===== src/rtl/barrel_shift_reg.sv =====
// barrel_shift_reg
// WIDTH-bit rotate/shift register stepped either by a raw push-button
// (synchronised and rising-edge detected) or by an internal auto-step timer.
// Each step applies one operation (load/rotate/shift/clear) by a programmable
// amount to the held value. Fully synchronous to clk.
//
// Ports
//   clk      in   system clock, rising edge
//   rst      in   asynchronous reset, active-low
//   step     in   raw push-button, asynchronous to clk, active-high
//   auto_en  in   1 = auto-step timer runs; 0 clears it
//   op       in   operation applied on each step event
//   shamt    in   shift/rotate amount, 0..WIDTH-1
//   load_val in   value for LOAD
//   q        out  register value
//   upd      out  1-cycle pulse in the cycle q takes its new value
//   step_cnt out  count of applied step events (wraps)
module barrel_shift_reg #(
  parameter int unsigned      WIDTH   = 8,
  parameter int unsigned      SHAMT_W = $clog2(WIDTH),
  parameter logic [WIDTH-1:0] INIT    = 8'h80,
  parameter int unsigned      PERIOD  = 50_000_000
) (
  input  logic               clk,
  input  logic               rst,
  input  logic               step,
  input  logic               auto_en,
  input  logic [2:0]         op,
  input  logic [SHAMT_W-1:0] shamt,
  input  logic [WIDTH-1:0]   load_val,
  output logic [WIDTH-1:0]   q,
  output logic               upd,
  output logic [15:0]        step_cnt
);

  localparam logic [2:0] OP_HOLD = 3'b000;
  localparam logic [2:0] OP_LOAD = 3'b001;
  localparam logic [2:0] OP_ROL  = 3'b010;
  localparam logic [2:0] OP_ROR  = 3'b011;
  localparam logic [2:0] OP_SLL  = 3'b100;
  localparam logic [2:0] OP_SRL  = 3'b101;
  localparam logic [2:0] OP_SRA  = 3'b110;
  localparam logic [2:0] OP_CLR  = 3'b111;

  localparam int unsigned     TW       = $clog2(PERIOD);
  localparam logic [TW-1:0]   TMR_LAST = TW'(PERIOD - 1);

  // Button synchroniser (s1, s2) and edge-detect flop (s3)
  logic s1_q, s2_q, s3_q;
  logic btn_ev;

  always_ff @(posedge clk or negedge rst) begin
    if (!rst) begin
      s1_q <= 1'b0;
      s2_q <= 1'b0;
      s3_q <= 1'b0;
    end else begin
      s1_q <= step;
      s2_q <= s1_q;
      s3_q <= s2_q;
    end
  end

  // s3 resets to 0, so a button held through reset release still yields one event
  assign btn_ev = s2_q & ~s3_q;

  // Auto-step timer
  logic [TW-1:0] tmr_q, tmr_d;
  logic          auto_ev;

  assign auto_ev = auto_en && (tmr_q == TMR_LAST);

  always_comb begin
    tmr_d = tmr_q;
    if (!auto_en)
      tmr_d = '0;
    else if (tmr_q == TMR_LAST)
      tmr_d = '0;
    else
      tmr_d = tmr_q + TW'(1);
  end

  always_ff @(posedge clk or negedge rst) begin
    if (!rst)
      tmr_q <= '0;
    else
      tmr_q <= tmr_d;
  end

  // Combined event: simultaneous button and timer events apply a single op
  logic ev;
  assign ev = btn_ev | auto_ev;

  // Log2-stage shifters, one stage per shamt bit
  logic [WIDTH-1:0] q_q, q_d;
  logic [WIDTH-1:0] rol_v, ror_v, sll_v, srl_v, sra_v;

  always_comb begin
    rol_v = q_q;
    ror_v = q_q;
    sll_v = q_q;
    srl_v = q_q;
    sra_v = q_q;
    for (int unsigned k = 0; k < SHAMT_W; k++) begin
      if (shamt[k]) begin
        rol_v = (rol_v << (32'd1 << k)) | (rol_v >> (WIDTH - (32'd1 << k)));
        ror_v = (ror_v >> (32'd1 << k)) | (ror_v << (WIDTH - (32'd1 << k)));
        sll_v = sll_v << (32'd1 << k);
        srl_v = srl_v >> (32'd1 << k);
        sra_v = $signed(sra_v) >>> (32'd1 << k);
      end
    end
  end

  always_comb begin
    q_d = q_q;
    case (op)
      OP_HOLD: q_d = q_q;
      OP_LOAD: q_d = load_val;
      OP_ROL:  q_d = rol_v;
      OP_ROR:  q_d = ror_v;
      OP_SLL:  q_d = sll_v;
      OP_SRL:  q_d = srl_v;
      OP_SRA:  q_d = sra_v;
      OP_CLR:  q_d = INIT;
      default: q_d = q_q;
    endcase
  end

  // Result, update strobe and event counter
  logic        upd_q;
  logic [15:0] cnt_q;

  always_ff @(posedge clk or negedge rst) begin
    if (!rst) begin
      q_q   <= INIT;
      upd_q <= 1'b0;
      cnt_q <= '0;
    end else if (ev) begin
      q_q   <= q_d;
      upd_q <= 1'b1;
      cnt_q <= cnt_q + 16'd1;
    end else begin
      upd_q <= 1'b0;
    end
  end

  assign q        = q_q;
  assign upd      = upd_q;
  assign step_cnt = cnt_q;

endmodule

===== config.mk =====
export PLATFORM = sky130hd
export DESIGN_NAME = barrel_shift_reg
export DESIGN_NICKNAME = d
export VERILOG_FILES = /design/src/rtl/barrel_shift_reg.sv
export SDC_FILE = /design/constraint.sdc
export NUM_CORES = 1
export LEC_CHECK = 0
export CAP_MARGIN = 20
export CORE_MARGIN = 2
export CORE_UTILIZATION = 55
export CTS_CLUSTER_SIZE = 25
export DETAILED_ROUTE_END_ITERATION = 12
export PLACE_DENSITY = 0.79
export SLEW_MARGIN = 20
export SYNTH_ARGS = -nofsm -noshare
export SYNTH_HDL_FRONTEND = slang
export SYNTH_SLANG_ARGS = --single-unit

===== constraint.sdc =====
create_clock -name clk -period 2.6 [get_ports clk]
set_input_delay 0.26 -clock clk [delete_from_list [all_inputs] [get_ports clk]]
set_output_delay 0.26 -clock clk [all_outputs]
set_load 0.02 [all_outputs]

==> summary.txt <==
STA
  • Min Clock Period, post-route: 2270 ps
  • Worst-margin pin slew: 733 ps
  • Hold violation total from the final report: 0
  • Peak Freq: 0.440 GHz
  • RSZ-0062 raised after global routing: false
  • Setup TNS Final: 0 ps
  • Fin crit share: 0.873
  • Clock Skews: 7.87 ps
  • Post-route setup slack: about 330 ps
  • Slew HR: 0.511
  • Endpoints failing setup: 0
  • Slew Viols, Final: 0

Global routing
  • GRT overflow: 0
  • First-pass GRT wire length: 14900 um
  • Largest net degree at the start of global routing: 36
  • Total GRT Usage: 0.250
  • Initial antenna violation count: 0
  • Vias in the first global route: around 3100

Setup path
  • Worst reg2reg path depth: 7
  • Crit. End Element: flip-flop
  • Required @ worst endpoint: around 2800 ps
  • Crit Path Class: reg -> reg
  • Critical path peak fanout: 7
  • Startpoint type of the worst setup path: flip-flop
  • CP arrival: roughly 2500 ps

Synthesis
  • Post-synthesis adder-cell area fraction: 0.00678
  • Post-synthesis sequential area ratio: 0.366
  • Synth Area in XOR/XNOR: 0.0949
  • Post-synth EDFFs: 0
  • Main combinational cell family by area after synthesis: simple AND/OR/NAND/NOR gates
  • Synth warnings: 0
  • Share of flip-flops with an asynchronous set or reset: 1.00
  • Seq cells post-synth: between 50 and 60
  • Compound-Gate Fraction of Synth Area: 0.138
  • Syn Nets: between 400 and 500
  • Simple-Gate Fraction of Synth Area: 0.250
  • Mux cell area share after synthesis: 0.0966
  • Post-Syn Area: 0.00369 sq mm
  • Synth unique cells: 62
  • Ys flop type: dfrtp_1
  • Mean Syn Cell Area: 9.07 sq um
  • Gate Count Post-Synth: around 410

Floorplanning
  • Core area: 0.00642 sq mm
  • Die height: approximately 86 um
  • Die area: 0.00738 sq mm
  • # IOs: 43
  • Row count: 29
  • Die Wd: 85.9 um
  • Initial Util: 0.575

Pwr
  • P_leak: 1.84 nW
  • Tot Pwr: roughly 2.4 mW
  • Pwr Density: 555 mW/mm^2
  • IR drop worst, VDD: a little under 0.0003 V

Finish
  • Share of layout cells above drive strength 1: 0.122
  • # diodes: 0
  • P&R area growth vs syn: 17.5%
  • Multi-input gate area: 0.00216 sq mm
  • Filler cell count: 518
  • Final net count: 463
  • Most common cell after layout, fill and taps aside: dfrtp_1
  • Layout Cells excl Fill: 521
  • Register area: 0.00135 sq mm
  • Most frequent cells in the layout: dfrtp_1, nor2_1, nand2_1
  • Final Cell Area: approximately 0.0043 sq mm

Clock tree
  • # resized after CTS: 0
  • CTS tree: done
  • Postcts setup bufs: 0
  • Clock-pin slew on the worst setup and hold paths: 100 ps
  • CTS Sinks: 54
  • H-tree levels: 2
  • CTS Buf Count: 5
  • Worst-case clock buffer depth: 2
  • Clk_lat worst skew: approximately 300 ps
  • Clock Tree Root: clkbuf_8
  • Post-cts hold buffer count: 0

Detailed routing
  • Routed Wire Length: around 8900 um
  • Routed Antenna Nets: 0
  • Wire per inst: 17.1 um
  • DRC: 0
  • Pre-antenna DRT Iters: 6
  • Vias per cell: 6.23
  • Vias: ~3200
  • Iteration-0 DRC Markers: 286

Run
  • Max Cap Violations: 0

Place
  • Placed Cells: 513
  • Area after DPL: 0.00421 sq mm
  • Number of port buffers: 42
  • DP Worst Slack: about 160 ps
  • Final GP Congestion: 0.992
  • DPL Wire Length: ~6600 um

Run status
  • Outcome: finished, final reports clean

Worst hold path
  • Hold/Removal Path Class: in -> async
layer usage:
layer	wire, um	vias up	track usage
met2	4220	169	0.404
met3	704	19	0.0356
li1	-	1522	-
met5	0	-	0
met1	3890	1534	0.355
met4	115	0	0.0620
per-stage QoR:
stage	hold slack, ps	utilization
5_1_grt	63.8	0.675
2_1_floorplan	-35.6	-
3_3_place_gp	334	0.656
3_5_place_dp	340	0.656
4_1_cts	26.2	0.675
6_report	5.83	0.675
cells in the mapped netlist, types with 4 or more instances:
cell type,number,area (sq um)
xnor2_1,21,184
dfrtp_1,53,1330
nand3_1,17,85.1
xor2_1,19,166
nor2b_1,8,50.1
and2_1,4,25.0
o21ai_0,12,60.1
a21oi_1,11,55.1
o22ai_1,5,31.3
nand2_1,44,165
inv_1,13,48.8
mux2i_1,12,120
nand4_1,8,50.1
nand2b_1,5,31.3
mux2_2,11,124
nor2_1,51,191
clkbuf_1,16,60.1
buf_2,8,40.0
nor3_1,11,55.1
o31ai_1,5,37.5
mux4_2,5,113
cell type report:
type,instances,share of cell area
multi-input combinational,312,0.499
sequential,54,0.312
timing repair buffer,56,0.126
clock buffer,6,0.0190
tap,77,0.0222
inverter,14,0.0127
clock inverter,2,0.00895
cells by family after synthesis:
group / after synthesis
XOR/XNOR: 40
multiplexers: 28
buffers and inverters: 41
AND/OR/NAND/NOR: 173
flip-flops: 54
adder cells (fa/ha/maj): 2
AO/OA/AOI/OAI: 69
worst max-delay path: stages, from the launching register on:
cell and delay, ps:
dfrtp_1 430, ha_1 300, nand2_1 130, nor4_4 340, a31oi_4 250, nor4_4 410, nand4_1 170, xnor2_1 140
final timing paths:
| path | start | to | slack, ps |
|---|---|---|---|
| max in group asynchronous | rst | q[1] | 1940 |
| min reg2reg | s1_q | s2_q | 360 |
| min in group clk | s1_q | s2_q | 360 |
| max reg2reg | tmr_q[0] | step_cnt[15] | 330 |
| min | rst | tmr_q[11] | 6 |
| max | tmr_q[0] | step_cnt[15] | 330 |
flip-flops by register name, summed over array words and instances (netlist names):
name	flops
upd	1
tmr_q	26
s1_q	1
s2_q	1
s3_q	1
q	8
step_cnt	16
power breakdown:
part | total, mW | leakage, nW | switching (mW) | internal [mW]
logic | 0.747 | 1.06 | 0.391 | 0.356
clock network | 0.594 | 0.0618 | 0.277 | 0.317
registers | 1.07 | 0.715 | 0.151 | 0.914
Note: power is estimated with default switching activity, not from simulation.
